--- src/rtl/cr_kme_fifo_arb.sv ---
// Round-robin arbiter that merges N_REQ packet streams onto one KME FIFO write port.
// A requester keeps the port from its first beat through its eop beat.
module cr_kme_fifo_arb #(
  parameter int N_REQ     = 4,
  parameter int DATA_SIZE = 64,
  localparam int OW       = (N_REQ > 1) ? $clog2(N_REQ) : 1
) (
  input  logic                       clk,
  input  logic                       rst,
  input  logic [N_REQ-1:0]           req_valid,
  input  logic [N_REQ*DATA_SIZE-1:0] req_data,
  input  logic [N_REQ-1:0]           req_eop,
  output logic [N_REQ-1:0]           req_ack,
  output logic [DATA_SIZE-1:0]       fifo_in,
  output logic                       fifo_in_valid,
  input  logic                       fifo_in_stall,
  output logic [OW-1:0]              owner,
  output logic                       locked,
  output logic [15:0]                pkt_cnt
);

  typedef enum logic {
    IDLE   = 1'b0,
    LOCKED = 1'b1
  } state_t;

  state_t state;
  state_t state_nxt;

  logic [OW-1:0]        rr_ptr;
  logic [OW-1:0]        scan_idx;
  logic                 scan_hit;
  logic [OW-1:0]        grant_idx;
  logic                 grant_any;
  logic                 ack;
  logic                 beat_eop;
  logic [DATA_SIZE-1:0] beat_data;
  logic [OW-1:0]        next_rr;

  // first valid requester at or above rr_ptr, wrapping
  always_comb begin
    scan_hit = 1'b0;
    scan_idx = '0;
    for (int k = 0; k < N_REQ; k++) begin
      if (!scan_hit && req_valid[(int'(rr_ptr) + k) % N_REQ]) begin
        scan_hit = 1'b1;
        scan_idx = OW'((int'(rr_ptr) + k) % N_REQ);
      end
    end
  end

  always_comb begin
    grant_idx = (state == LOCKED) ? owner : scan_idx;
    grant_any = (state == LOCKED) | scan_hit;
    ack       = grant_any & req_valid[grant_idx]
              & ~fifo_in_stall & ~rst;
    beat_eop  = req_eop[grant_idx];
    beat_data = req_data[grant_idx*DATA_SIZE +: DATA_SIZE];
    req_ack   = ack ? (N_REQ'(1) << grant_idx) : '0;
    next_rr   = (grant_idx == OW'(N_REQ - 1))
              ? '0 : grant_idx + 1'b1;
  end

  always_comb begin
    state_nxt = state;
    if (ack) begin
      state_nxt = beat_eop ? IDLE : LOCKED;
    end
  end

  assign locked = (state == LOCKED);

  always_ff @(posedge clk or posedge rst) begin
    if (rst) begin
      state <= IDLE;
    end else begin
      state <= state_nxt;
    end
  end

  always_ff @(posedge clk or posedge rst) begin
    if (rst) begin
      rr_ptr        <= '0;
      owner         <= '0;
      fifo_in       <= '0;
      fifo_in_valid <= 1'b0;
      pkt_cnt       <= '0;
    end else begin
      fifo_in_valid <= ack;
      if (ack) begin
        fifo_in <= beat_data;
        owner   <= grant_idx;
        if (beat_eop) begin
          rr_ptr <= next_rr;
          if (pkt_cnt != 16'hFFFF) begin
            pkt_cnt <= pkt_cnt + 16'd1;
          end
        end
      end
    end
  end

endmodule

--- config.mk ---
export PLATFORM = sky130hd
export DESIGN_NAME = cr_kme_fifo_arb
export DESIGN_NICKNAME = d
export VERILOG_FILES = /design/src/rtl/cr_kme_fifo_arb.sv
export SDC_FILE = /design/constraint.sdc
export NUM_CORES = 1
export LEC_CHECK = 0
export ABC_AREA = 1
export BUFFER_PORTS_ARGS = -buffer_cell sky130_fd_sc_hd__buf_4
export CORE_AREA = 4 4 134 136
export DETAILED_ROUTE_END_ITERATION = 8
export DIE_AREA = 0 0 138 140
export GPL_TIMING_DRIVEN = 0
export PLACE_DENSITY = 0.67
export SYNTH_ARGS = -nofsm -noshare
export SYNTH_HDL_FRONTEND = slang
export SYNTH_SLANG_ARGS = --single-unit
export TNS_END_PERCENT = 1
--- constraint.sdc ---
create_clock -name clk -period 7.6 [get_ports clk]
set_clock_uncertainty 0.2 [all_clocks]
set_input_delay 0.76 -clock clk [delete_from_list [all_inputs] [get_ports clk]]
set_output_delay 0.76 -clock clk [all_outputs]
set_load 0.02 [all_outputs]
==> key figures <==
STA
  – Max_slew headroom: 57.4%
  – Final worst path period share: 50.5%
  – Setup ws final: 3.76 ns
  – RSZ-0062 raised after global routing: false
  – Final Hold Vio Count: 0
  – Final setup fails: 0
  – Hold_ws: 0.281 ns
  – Crit path time final: approximately 3.8 ns
  – Setup TNS: 0 ns
  – Fmax: 0.261 GHz
  – Slew Limit Fails: 0
  – Measured slew at the worst slew-check pin: 0.639 ns

Synthesis
  – Syn Inst Count: ~890
  – Syn Area/Cell: 6.66 µm²
  – Syn Std Cell Area: 5900 µm²
  – Seq/Total Area, Yosys: 36.5%
  – Library cells used by synthesis: 26
  – Ys Warns: 0
  – Seq cells post-synth: 86
  – Syn Nets: 1157

Placement
  – Final GP Congestion: roughly 0.9
  – Pre-CTS WS: approximately 3.7 ns
  – Buffers added on ports: between 300 and 400
  – DP Area: just under 9000 µm²
  – Final HPWL DP: 20700 µm

Clocking
  – Clock-pin slew on the worst setup and hold paths: 0.06 ns
  – Worst skew pair latency: 0.34 ns
  – CTS root buf: clkbuf_16
  – Clock sink total: 86
  – Cts hold-fix bufs: 0
  – CTS tree: done
  – CTS H-Tree Depth: 3
  – Deepest clock path buffer count: 2
  – TritonCTS Buffers: 9
  – Post-CTS sizing: 0
  – Post-CTS Setup Inserts: 0

Die
  – I/O pin cnt: around 360
  – Die Y: 140 µm
  – Core Box Area: roughly 17000 µm²
  – DIE AREA: roughly 19000 µm²
  – Initial core utilization: approximately a third
  – Die W: 138 µm
  – Row cnt: 48

Critical path
  – Worst setup EP type: primary output
  – Max stage delay on crit path: 0.29 ns
  – CP Class: in2out
  – Slowest stage cell on the critical path: buf_2
  – Most frequent CP cell: nand2_1
  – Critical path startpoint category: input port
  – Data arrival, critical path: between 2 and 3 ns
  – Crit-path cells: buf_4 -> inv_1 -> nand2_1 -> nand2_1 -> nand2_1 -> nand2_1 -> nand3_1 -> nor2_2 -> nor2_4 -> nand2_2 -> buf_6 -> buf_4 -> buf_2 -> ha_1 -> inv_1 -> nor2_1 -> buf_4
  – Critical path fanouts, max: 11
  – Worst Path Required: 6.64 ns

Drt
  – DR DRC count: 0
  – DR vias: ~7400
  – Initial DRC count: 409
  – Via-to-Cell Ratio: 4.96
  – Pre-antenna DRT Iters: 5
  – Wirelength, routed: 26100 µm
  – Final ANT Viol Nets: 0
  – DR WL/cell: 17.6 µm

Pwr
  – VDD IR-drop max: 0.000150 V
  – Design Power: approximately 4 mW
  – Leakage: about 4.9 nW
  – Pwr Density: 436 nW/µm²

Status
  – Outcome: finished clean

Layout
  – Nets: between 1500 and 2000
  – Multi-input gate area: around 3200 µm²
  – Share of cells above drive strength 1: 35.5%
  – FF/Latch Area: 2150 µm²
  – Final Instance Area: 9220 µm²
  – Area grow syn2layout: 56.4%
  – Fillers: 1720

Global routing
  – Initial antenna violation count: 1
  – Number of global-route vias before repair: 7166
  – Largest net degree at the start of global routing: 45
  – First-pass GRT wire length: 39700 µm
  – Grt ovf: 0
  – Total GRT Usage: 25.8%

Flow run
  – Max-cap violation count: 0

Min path
  – Hold Path Class: reg2reg
## layout by cell type, fill, tap and decap left out
cell,count
buf_16,1
inv_2,6
nor2_4,2
o21ai_1,41
nand2_1,286
bufinv_16,3
xor2_1,8
inv_1,23
clkbuf_8,2
ha_1,5
nand3_4,1
buf_2,31
clkbuf_16,9
nor2_1,141
nor2_2,2
xnor2_1,6
o22ai_1,64
inv_4,1
a21oi_1,1
buf_4,361
nand4_2,1
nand2_2,9
dfrtp_1,86
nand3_2,4
inv_6,1
buf_6,12
diode_2,2
nor3_1,4
o21ai_0,92
nand3_1,37
clkbuf_1,15
nand4_1,1
## power by group
group	switching [mW]	internal [mW]	total, mW
clock network	0.187	0.340	0.527
registers	0.136	0.647	0.783
logic	1.72	0.995	2.71
total	2.04	1.98	4.03
## cells in the mapped netlist
master | instances | share of area [%]
inv_1 | 24 | 1.5
nand4_1 | 1 | 0.11
dfrtp_1 | 86 | 36
xor2_1 | 8 | 1.2
nand3_1 | 37 | 3.1
nor2_4 | 2 | 0.38
inv_6 | 1 | 0.15
xnor2_1 | 6 | 0.89
nor3_1 | 4 | 0.34
nor2_2 | 2 | 0.21
o22ai_1 | 64 | 6.8
nand3_4 | 1 | 0.30
nand2_2 | 9 | 0.95
ha_1 | 5 | 1.1
a21oi_1 | 1 | 0.085
nor2_1 | 141 | 9.0
o21ai_1 | 41 | 3.5
clkbuf_1 | 13 | 0.83
buf_6 | 12 | 2.3
buf_4 | 7 | 0.89
nand4_2 | 1 | 0.21
nand3_2 | 4 | 0.68
inv_2 | 6 | 0.38
buf_2 | 31 | 2.6
o21ai_0 | 92 | 7.8
nand2_1 | 286 | 18
## cell type report
type                            count  area share (%)
Antenna cell                        2          0.0543
Buffer                             63            4.25
Clock buffer                       13            2.82
Clock inverter                      3           0.977
Inverter                           31            1.34
Multi-Input combinational cell    705            35.0
Sequential cell                    86            23.3
Tap cell                          225            3.05
Timing Repair Buffer              355            29.1
## final timing paths
check / from / endpoint / slack [ns] / cells past startpoint
min in group asynchronous: rst / fifo_in[32]$_DFFE_PP0P_ / 0.30 / 2
hold / removal: fifo_in[32]$_DFFE_PP0P_ / fifo_in[32]$_DFFE_PP0P_ / 0.28 / 2
hold reg to reg: fifo_in[32]$_DFFE_PP0P_ / fifo_in[32]$_DFFE_PP0P_ / 0.28 / 2
setup / recovery: req_valid[1] / req_ack[2] / 3.76 / 17
setup reg to reg: rr_ptr[0]$_DFFE_PP0P_ / fifo_in[22]$_DFFE_PP0P_ / 4.77 / 16
max in group asynchronous: rst / fifo_in[46]$_DFFE_PP0P_ / 6.28 / 3
## critical path: cells and delay by family
kind,cells,cell delay [ns]
buffers and inverters,7,1.04
AND/OR/NAND/NOR,9,0.87
adder cells (fa/ha/maj),1,0.19
## registers in the layout, summed over array words and instances, names as in the netlist
| signal | count |
|---|---|
| locked | 1 |
| fifo_in_valid | 1 |
| fifo_in | 64 |
| rr_ptr | 2 |
| pkt_cnt | 16 |
| owner | 2 |
## kinds of logic (layout without fill, tap and decap cells)
logic type / Yosys count / count (layout) / synth area share [%]
AOI/OAI and AO/OA: 198 / 198 / 18.2
xor gates and xnor gates: 14 / 14 / 2.08
adders and majority gates: 5 / 5 / 1.06
buffers and inverters: 94 / 465 / 8.70
DFF: 86 / 86 / 36.5
other: 0 / 2 / 0
and+or+nand+nor: 488 / 488 / 33.5
## metal layers
| layer | global-route usage [%] | vias up | wire [µm] |
|---|---|---|---|
| met4 | 8.84 | 0 | 720 |
| li1 | - | 3635 | - |
| met1 | 33.5 | 3388 | 11000 |
| met5 | 0 | - | 0 |
| met2 | 42.7 | 290 | 12500 |
| met3 | 5.74 | 42 | 1820 |
## through the flow
step | util [%] | instances
6_report | 54.4 | 1483
3_5_place_dp | 52.3 | 1465
3_3_place_gp | 52.2 | 1464
4_1_cts | 54.4 | 1481
5_1_grt | 54.4 | 1482
2_1_floorplan | - | 885
Note: power is estimated with default switching activity, not from simulation.
